**config.mk**
```make
export PLATFORM = sky130hd
export DESIGN_NAME = vga_text_pixel
export DESIGN_NICKNAME = d
export VERILOG_FILES = /design/src/rtl/vga_text_pixel.sv
export SDC_FILE = /design/constraint.sdc
export NUM_CORES = 1
export LEC_CHECK = 0
export BUFFER_PORTS_ARGS = -buffer_cell sky130_fd_sc_hd__buf_2
export CORE_ASPECT_RATIO = 1.2
export CORE_UTILIZATION = 42
export DETAILED_ROUTE_END_ITERATION = 6
export PLACE_DENSITY = 0.86
export SLEW_MARGIN = 20
export SYNTH_ARGS = -nofsm -noshare
export SYNTH_HDL_FRONTEND = slang
export SYNTH_SLANG_ARGS = --single-unit
```
**constraint.sdc**
```tcl
create_clock -name clk -period 0.9 [get_ports clk]
set_input_delay 0.09 -clock clk [delete_from_list [all_inputs] [get_ports clk]]
set_output_delay 0.09 -clock clk [all_outputs]
set_load 0.005 [all_outputs]
```
**src/rtl/vga_text_pixel.sv**
```systemverilog
// vga_text_pixel: text-mode pixel generator for an 80x30 grid of 8x16 cells
// on a 640x480 raster. It sits behind the VGA timing controller.
//
// Optional feature: define VGA_TEXT_BLINK_EN to build a per-frame blink
// counter. With it, attr bit 7 selects blink and the background is limited
// to 8 colours.
//
// Ports:
//   clk      pixel clock; hx advances on the same edge
//   rst      asynchronous, active-high reset
//   hx, vy   column (0..799) and line (0..524) counters
//   text_a   text/colour RAM address {vy[8:4], hx[9:3]} (combinational)
//   text_d   character code from the text RAM
//   color_d  attribute from the colour RAM: [3:0] fg, [7:4] bg
//   font_a   font ROM address {char, vy[3:0]} (combinational from register)
//   font_d   font row, bit 7 = leftmost pixel
//   rgbi     registered pixel colour {i, r, g, b}
module vga_text_pixel #(
  parameter int unsigned H_VISIBLE  = 640,
  parameter int unsigned V_VISIBLE  = 480,
  parameter int unsigned BLINK_BITS = 5
) (
  input  logic        clk,
  input  logic        rst,
  input  logic [9:0]  hx,
  input  logic [9:0]  vy,
  output logic [11:0] text_a,
  input  logic [7:0]  text_d,
  input  logic [7:0]  color_d,
  output logic [11:0] font_a,
  input  logic [7:0]  font_d,
  output logic [3:0]  rgbi
);

  localparam logic [9:0] L_HVIS = 10'(H_VISIBLE);
  localparam logic [9:0] L_VVIS = 10'(V_VISIBLE);

  logic [7:0] r_char;
  logic [7:0] r_attr;
  logic       r_vis;
  logic [7:0] r_shift;
  logic [7:0] r_attr_s;
  logic       r_vis_s;
  logic [3:0] r_rgbi;

  logic       w_fetch;
  logic       w_load;
  logic [3:0] w_fg;
  logic [3:0] w_bg;

  // Cell phase 3 latches RAM data; phase 7 loads the font row into the shifter.
  assign w_fetch = (hx[2:0] == 3'd3);
  assign w_load  = (hx[2:0] == 3'd7);

  assign text_a = {vy[8:4], hx[9:3]};
  assign font_a = {r_char, vy[3:0]};
  assign rgbi   = r_rgbi;

`ifdef VGA_TEXT_BLINK_EN
  logic [BLINK_BITS-1:0] r_frame;
  logic                  w_hide;

  // Frame counter ticks once per frame at the start of vertical blanking.
  always_ff @(posedge clk or posedge rst) begin
    if (rst) begin
      r_frame <= '0;
    end else if ((hx == 10'd0) && (vy == L_VVIS)) begin
      r_frame <= r_frame + BLINK_BITS'(1);
    end
  end

  // Blinking cells hide the glyph by drawing it in the background colour.
  assign w_bg   = {1'b0, r_attr_s[6:4]};
  assign w_hide = r_attr_s[7] & r_frame[BLINK_BITS-1];
  assign w_fg   = w_hide ? w_bg : r_attr_s[3:0];
`else
  logic [BLINK_BITS-1:0] w_unused_blink;

  assign w_unused_blink = '0;
  assign w_bg           = r_attr_s[7:4];
  assign w_fg           = r_attr_s[3:0];
`endif

  // Fetch and shift pipeline. Pixels leave 8 clocks after their column.
  always_ff @(posedge clk or posedge rst) begin
    if (rst) begin
      r_char   <= 8'h00;
      r_attr   <= 8'h00;
      r_vis    <= 1'b0;
      r_shift  <= 8'h00;
      r_attr_s <= 8'h00;
      r_vis_s  <= 1'b0;
      r_rgbi   <= 4'h0;
    end else begin
      if (w_fetch) begin
        r_char <= text_d;
        r_attr <= color_d;
        r_vis  <= (hx < L_HVIS) && (vy < L_VVIS);
      end
      if (w_load) begin
        r_shift  <= r_vis ? font_d : 8'h00;
        r_attr_s <= r_attr;
        r_vis_s  <= r_vis;
      end else begin
        r_shift <= {r_shift[6:0], 1'b0};
      end
      r_rgbi <= r_vis_s ? (r_shift[7] ? w_fg : w_bg) : 4'h0;
    end
  end

endmodule

```
# Word level (Yosys, flattened, before mapping)

Index checks and enable logic that the tools add are counted.

Input bits: 46
Register bits after elaboration: 38
Output and inout bits: 28

$lt $le $gt $ge: 2
Reductions and logical operators: 1
Muxes and demuxes: 4
Equality and inequality tests: 2

Operator list:

| operator               | count |
|---|---|
| $mux W8                | 2 |
| $lt A10 B10 Y1 const B | 1 |
| $lt A10 B9 Y1 const B  | 1 |
| $mux W4                | 2 |
| $eq A3 B2 Y1 const B   | 1 |
| $eq A3 B3 Y1 const B   | 1 |
| $logic_and A1 B1 Y1    | 1 |

# Depth between registers and ports, before layout

Gate-level depths: netlist of the first run.

Depth in word-level cells: 2
Mapped depth: 4
Mapped depth without buffers: 3

# Least setup slack after synthesis of the first run

OpenSTA, ideal clock, no wires.

Path kind: reg2reg
From: reg r_vis
To: reg r_vis_s
Path slack: -0.004 ns
Cell stages (with the launch flop): 3
Data arrival time: 0.779 ns
Period minus slack after synthesis: 0.904 ns
Library setup time: 0.125 ns
Path through: dfrtp_1 -> clkbuf_1 -> mux2_2

RTL lines:

| what                   | line | RTL |
|---|---|---|
| start, declared        | 40   | `logic r_vis;` |
| start signal, assigned | 98   | `r_vis <= (hx < L_HVIS) && (vy < L_VVIS);` |
| end signal, assigned   | 103  | `r_vis_s <= r_vis;` |
| end, declared          | 43   | `logic r_vis_s;` |

No word-level cell between the ends.

# Final worst setup path of the first run

From: reg r_char[4]
To: out font_a[8]

RTL lines:

| what                   | line | RTL |
|---|---|---|
| start, declared        | 38   | `logic [7:0] r_char;` |
| start signal, assigned | 96   | `r_char <= text_d;` |
| end, declared          | 30   | `output logic [11:0] font_a,` |

No word-level cell between the ends.

==> summary.json, run 1 <==
{
  "outcome": "completed",
  "clockRootBuffer": "clkbuf_8",
  "htreeDepth": 2,
  "clock_tree_from_tritoncts": "yes",
  "layout.core_utilization": 0.558,
  "maxCapViolations": 0,
  "floorplan.io_pins": 74,
  "worst-path-buf-inv": 1,
  "clk-insertion-delay-late_ns": 0.29,
  "grt_max_degree": 39,
  "post-synth-top-area-fraction": 0.574,
  "reg2reg_slack_ns": 0.03,
  "grt_antenna_before_repair": 0,
  "ys_seq_area_frac": 0.574,
  "diodes": 0,
  "clkSlewWorstSetupHoldPaths_ns": 0.07,
  "grt_remaining_overflow": 0,
  "post-route-worst-setup-slack_ns": 0.00237,
  "setup_total_negative_slack_ns": 0,
  "power.ir.vdd_worst_mv": 1.20,
  "setup-violations-final": 0,
  "fp.dieH_um": 70.8,
  "first_pass_grt_wire_length_mm": 4.46,
  "groute.usage.overall": 0.146,
  "timing.slew.headroom": 0.806,
  "clock-skew-final_ns": 0.00628,
  "die_width_um": 59.4,
  "timing_worst_setup_path_type": "reg -> out",
  "cts-root-to-sink-buffers": 2,
  "cp_slowest_cell": "dfrtp_1",
  "numClockSinks": 38,
  "syn-mean-instance-area_um2": 13.5,
  "grt_setup_unrepaired": "yes",
  "drc_errors": 0,
  "rows": 24,
  "worst_slew_pin_slew_ns": 0.291,
  "routedWlPerCell_um": 11.8,
  "detailed_place.area_um2": 1900,
  "synthToLayoutAreaGrowth_pct": 24.2,
  "number_of_port_buffers": 55,
  "fin_cells": 223,
  "drt_first_pass_iters": 2,
  "power_density_nw_per_um2": 2260,
  "tritoncts.num_buffers": 5,
  "cpPeakStageDelay_ns": 0.39,
  "fillerInstances": 320,
  "netlist_area_um2": 1660,
  "mappedNetlistNets": 169,
  "worst_ep_arrival_time_ns": 0.81,
  "detail_route_antenna_nets": 0,
  "finish.net_count": 216,
  "power.static_leakage_nw": 1.04,
  "postLayoutCellArea_um2": 2060,
  "fraction_of_layout_instances_using_a_drive_strength_above_1": 0.573,
  "initial_core_util": 0.449,
  "clock.fmax_mhz": 1110,
  "first_global_vias": 1012,
  "final_max_slew_viol_count": 0,
  "gpl_wtd_cong": 0.714,
  "core-area_um2": 3690,
  "timing.final.hold_violations": 0,
  "critical_path.endpoint_type": "output pin",
  "path_cells": "buf_2",
  "synth-seq-cells": 38,
  "hp-class": "in -> reg",
  "die_area_um2": 4200,
  "detailroute.via_count": 1008,
  "post_synth_num_cell_types": 17,
  "setup.worst_path.start_class": "flip-flop",
  "synthTopCellsByArea": "dfrtp_1 57%, mux2_4 12%, mux2_2 8.2%",
  "critPathRequiredTime_ns": 0.81,
  "dpl.cell_count": 213,
  "post_synth_inst_count": 123,
  "path_delay_family": "flip-flops",
  "drt-initial-drc-count": 12,
  "crit_path_max_fanout": 2,
  "pre_cts_setup_slack_ns": -0.136,
  "route.detailed.vias_per_inst": 4.52,
  "synth-warning-count": 0,
  "final_period_minus_worst_setup_slack_ns": 0.898,
  "synth_largest_area_cell": "dfrtp_1",
  "wire_length_after_detailed_routing_mm": 2.63,
  "min_period_over_period": 0.997
}
## layer usage
metal,GRT usage,routed length [um],part of all wire
met1,0.160,1090,0.42
met2,0.241,1330,0.51
met3,0.0457,152,0.058
met4,0.0873,53,0.020
met5,0,0,0
## where the power goes
group | total [mW] | switching, mW | internal, mW
clock network | 1.70 | 0.587 | 1.11
logic | 0.753 | 0.248 | 0.505
registers | 2.21 | 0.181 | 2.02
total | 4.66 | 1.02 | 3.64
## kinds of logic after synthesis
group	Yosys count	synth area share
flops	38	0.574
simple gates	25	0.0800
compound gates	9	0.0272
buf+inv	22	0.0958
mux	29	0.223
## cells in the mapped netlist
cell type,n
buf_2,1
buf_4,16
buf_6,2
clkbuf_1,2
dfrtp_1,38
inv_1,1
mux2_2,12
mux2_4,13
mux2i_1,4
nand2_1,16
nand3_2,1
nand3b_1,1
nand3b_4,1
nand4_1,1
nor2_1,1
nor2b_1,4
o21ai_0,9
## layout make-up
| cell class | count | area [um^2] | area share |
|---|---|---|---|
| flip-flops and latches | 38 | 953 | 0.463 |
| multi-input cells | 63 | 548 | 0.266 |
| repair buffers | 61 | 348 | 0.169 |
| clock buffers | 5 | 68.8 | 0.0334 |
| clock inverters | 3 | 68.8 | 0.0334 |
| well taps | 52 | 65.1 | 0.0316 |
| inverters | 1 | 7.51 | 0.00365 |
## placed cells by master (no fill, tap or decap)
| cell | instances |
|---|---|
| buf_2 | 55 |
| dfrtp_1 | 36 |
| nand2_1 | 16 |
| mux2_4 | 13 |
| mux2_2 | 12 |
| o21ai_0 | 9 |
| clkbuf_8 | 5 |
| mux2i_1 | 4 |
| nor2b_1 | 4 |
| buf_4 | 3 |
| bufinv_16 | 2 |
| buf_12 | 2 |
| dfrtp_2 | 2 |
| nand3b_4 | 1 |
| nand3_2 | 1 |
| nor2_1 | 1 |
| clkinvlp_4 | 1 |
| nand4_1 | 1 |
| nand3b_1 | 1 |
| clkinv_4 | 1 |
| dlygate4sd3_1 | 1 |
## sequential cells by signal, summed over array words and instances, names as in the netlist
signal / flops
r_shift: 8
r_char: 8
r_vis: 1
r_attr: 8
r_vis_s: 1
r_attr_s: 8
rgbi: 4
## final timing paths
kind / from / to / cells past startpoint
worst max register to register: r_char[5]$_DFFE_PP0N_ / r_char[5]$_DFFE_PP0N_ / 2
min in group asynchronous: rst / r_shift[1]$_DFF_PP0_ / 4
worst min register to register: r_shift[4]$_DFF_PP0_ / r_shift[5]$_DFF_PP0_ / 2
worst max-delay path: r_char[4]$_DFFE_PP0N_ / font_a[8] / 1
worst min-delay path: color_d[0] / r_attr[0]$_DFFE_PP0N_ / 2
max in group asynchronous: rst / r_vis$_DFFE_PP0N_ / 4
## metrics by stage
step	total power [mW]	hold WS [ns]
floorplan	2.73	0.0561
global placement	2.95	0.141
detailed placement	2.99	0.145
CTS	4.70	0.0170
global route	4.88	0.0132
finish	4.66	0.0268
## repair_timing
item	4_1_cts	5_1_grt
setup endpoints to repair	2	9
hold buffers	1	0
resized for setup	1	1
buffers inserted	0	1
hold endpoints to repair	38	0
Power figures use the tool's default switching activity.
==> run 2, diff against run 1 <==
--- a/config.mk
+++ b/config.mk
@@ -9,7 +9,9 @@
 export CORE_ASPECT_RATIO = 1.2
 export CORE_UTILIZATION = 42
 export DETAILED_ROUTE_END_ITERATION = 6
+export MAX_ROUTING_LAYER = met4
 export PLACE_DENSITY = 0.86
+export RECOVER_POWER = 50
 export SLEW_MARGIN = 20
 export SYNTH_ARGS = -nofsm -noshare
 export SYNTH_HDL_FRONTEND = slang
==> summary.json, run 2 (synthesis results as in run 1) <==
{
  "fraction_of_layout_instances_using_a_drive_strength_above_1": {"value": 0.550, "change": "-0.0234"},
  "power.ir.vdd_worst": {"value": 1.20, "unit": "mV", "change": "about the same"},
  "most_common_cell_after_layout_fill_and_taps_aside": "buf_2",
  "initial_core_util": {"value": 0.449, "change": "unchanged"},
  "first_pass_grt_wire_length": {"value": 4.46, "unit": "mm", "change": "unchanged"},
  "route.detailed.vias_per_inst": {"value": 4.48, "change": "-0.79%"},
  "share_clk_of_total_power": {"value": 0.365, "change": "about the same"},
  "p_int": {"value": 3.63, "unit": "mW", "change": "-0.24%"},
  "grt_remaining_overflow": {"value": 0, "change": "unchanged"},
  "rows": {"value": 24, "change": "unchanged"},
  "clock_tree_from_tritoncts": "yes",
  "power_frac_seq": {"value": 0.475, "change": "about the same"},
  "worst_slew_pin_slew": {"value": 0.452, "unit": "ns", "change": "+0.160 ns"},
  "switch_share": {"value": 0.218, "change": "about the same"},
  "grt_antenna_before_repair": {"value": 0, "change": "unchanged"},
  "synthToLayoutAreaGrowth_pct": 23.2,
  "final_period_minus_worst_setup_slack": {"value": 0.898, "unit": "ns", "change": "+0.000125 ns"},
  "fp.dieH": {"value": 70.8, "unit": "um", "change": "unchanged"},
  "grt_max_degree": {"value": 39, "change": "unchanged"},
  "clock-skew-final": {"value": 0.00597, "unit": "ns", "change": "-0.000306 ns"},
  "highest_count_cells_in_the_layout_ignoring_fill_and_taps": "51 x buf_2, 36 x dfrtp_1, 16 x nand2_1",
  "critical_path.endpoint_type": "output pin",
  "routedWlPerCell": {"value": 11.8, "unit": "um", "change": "+0.50%"},
  "numClockSinks": {"value": 38, "change": "unchanged"},
  "die_area": {"value": 4200, "unit": "um^2", "change": "unchanged"},
  "p_comb_frac": {"value": 0.160, "change": "-0.002"},
  "path_cells": "buf_2",
  "setup.worst_path.start_class": "flip-flop",
  "drc_errors": {"value": 0, "change": "unchanged"},
  "hp-class": "in -> reg",
  "groute.usage.overall": {"value": 0.150, "change": "+0.00441"},
  "totalPowerFinal": {"value": 4.64, "unit": "mW", "change": "-0.23%"},
  "postLayoutCellArea": {"value": 2040, "unit": "um^2", "change": "-0.85%"},
  "power.static_leakage": {"value": 1.03, "unit": "nW", "change": "-1.5%"},
  "wire_length_after_detailed_routing": {"value": 2.64, "unit": "mm", "change": "+0.50%"},
  "clkSlewWorstSetupHoldPaths": {"value": 0.07, "unit": "ns", "change": "about the same"},
  "path_delay_family": "flip-flops",
  "drt-initial-drc-count": {"value": 10, "change": "-2"},
  "crit_path_max_fanout": {"value": 2, "change": "unchanged"},
  "maxCapViolations": {"value": 0, "change": "unchanged"},
  "setup-violations-final": {"value": 0, "change": "unchanged"},
  "critPathRequiredTime": {"value": 0.81, "unit": "ns", "change": "about the same"},
  "fillerInstances": {"value": 325, "change": "+1.6%"},
  "timing_worst_setup_path_type": "reg -> out",
  "diodes": {"value": 0, "change": "unchanged"},
  "worst-path-buf-inv": {"value": 1, "change": "unchanged"},
  "cp_slowest_cell": "dfrtp_1",
  "die_width": {"value": 59.4, "unit": "um", "change": "unchanged"},
  "number_of_port_buffers": {"value": 55, "change": "unchanged"},
  "clock.fmax": {"value": 1110, "unit": "MHz", "change": "about the same"},
  "detail_route_antenna_nets": {"value": 0, "change": "unchanged"},
  "tritoncts.num_buffers": {"value": 5, "change": "unchanged"},
  "cts-root-to-sink-buffers": {"value": 2, "change": "unchanged"},
  "min_period_over_period": {"value": 0.998, "change": "about the same"},
  "clockRootBuffer": "clkbuf_8",
  "setup_total_negative_slack": {"value": 0, "unit": "ns", "change": "unchanged"},
  "worst_ep_arrival_time": {"value": 0.81, "unit": "ns", "change": "about the same"},
  "timing.slew.headroom": {"value": 0.699, "change": "-0.107"},
  "timing.final.hold_violations": {"value": 0, "change": "unchanged"},
  "htreeDepth": {"value": 2, "change": "unchanged"},
  "grt_setup_unrepaired": "yes",
  "detailroute.via_count": {"value": 1000, "change": "-0.79%"},
  "cpPeakStageDelay": {"value": 0.39, "unit": "ns", "change": "about the same"},
  "floorplan.io_pins": {"value": 74, "change": "unchanged"},
  "gpl_wtd_cong": {"value": 0.722, "change": "+1.1%"},
  "drt_first_pass_iters": {"value": 4, "change": "+2"},
  "switching_power": {"value": 1.01, "unit": "mW", "change": "-0.20%"},
  "power_density": {"value": 2270, "unit": "nW/um^2", "change": "+0.62%"},
  "fin_hold_ws": {"value": 0.0274, "unit": "ns", "change": "+0.000505 ns"},
  "detailed_place.area": {"value": 1900, "unit": "um^2", "change": "unchanged"},
  "core-area": {"value": 3690, "unit": "um^2", "change": "unchanged"},
  "outcome": "completed",
  "clk-insertion-delay-late": {"value": 0.28, "unit": "ns", "change": "about the same"},
  "finish.net_count": {"value": 216, "change": "unchanged"},
  "final_max_slew_viol_count": {"value": 0, "change": "unchanged"},
  "first_global_vias": {"value": 1013, "change": "+0.099%"}
}
[run 2: timing repair]
| action | CTS | global route |
|---|---|---|
| setup buffers | 0 | 1 |
| endpoints found under the hold margin | 38 | 0 |
| pin swaps | 0 | 0 |
| gates resized for setup | 1 | 1 |
| setup endpoints to repair | 2 | 9 |
| hold buffers | 1 | 0 |
| gates cloned | 0 | 0 |
[run 2: final timing paths]
kind | from | to | slack, ns | cells past startpoint
max | r_char[4]$_DFFE_PP0N_ | font_a[8] | 0.002 | 1
min | color_d[0] | r_attr[0]$_DFFE_PP0N_ | 0.03 | 2
max reg2reg | r_char[5]$_DFFE_PP0N_ | r_char[5]$_DFFE_PP0N_ | 0.03 | 2
min reg2reg | r_shift[4]$_DFF_PP0_ | r_shift[5]$_DFF_PP0_ | 0.46 | 2
max in group asynchronous | rst | r_vis$_DFFE_PP0N_ | 0.09 | 4
min in group asynchronous | rst | r_shift[2]$_DFF_PP0_ | 0.47 | 4
[run 2: layout make-up]
| cell class | count | area, um^2 | area share |
|---|---|---|---|
| well taps | 52 | 65.1 | 0.0319 |
| flip-flops and latches | 38 | 953 | 0.467 |
| multi-input cells | 63 | 548 | 0.268 |
| clock buffers | 5 | 68.8 | 0.0337 |
| inverters | 1 | 7.51 | 0.00368 |
| repair buffers | 61 | 330 | 0.162 |
| clock inverters | 3 | 68.8 | 0.0337 |
[run 2: power by group through the flow]
| stage | Clock [mW] | Sequential [mW] | Combinational [mW] |
|---|---|---|---|
| 2_1_floorplan | 0 | 2.18 | 0.548 |
| 3_3_place_gp | 0 | 2.23 | 0.721 |
| 3_5_place_dp | 0 | 2.24 | 0.748 |
| 4_1_cts | 1.74 | 2.21 | 0.754 |
| 5_1_grt | 1.80 | 2.24 | 0.823 |
| 6_report | 1.69 | 2.21 | 0.744 |
[run 2: per-stage QoR]
stage | cells | utilization | setup WS, ns
3_5_place_dp | 213 | 0.515 | -0.136
6_report | 223 | 0.553 | 0.00224
3_3_place_gp | 213 | 0.515 | -0.125
5_1_grt | 223 | 0.553 | -0.0273
4_1_cts | 222 | 0.555 | -0.0128
2_1_floorplan | 123 | - | 0.0208
[run 2: per-layer routing]
metal  vias to the layer above  track usage  share of wire
met5                         -            -              0
met2                        27        0.241           0.52
met4                         0       0.0873         0.0045
met3                         4       0.0439          0.056
li1                        487            -              -
met1                       482        0.162           0.41
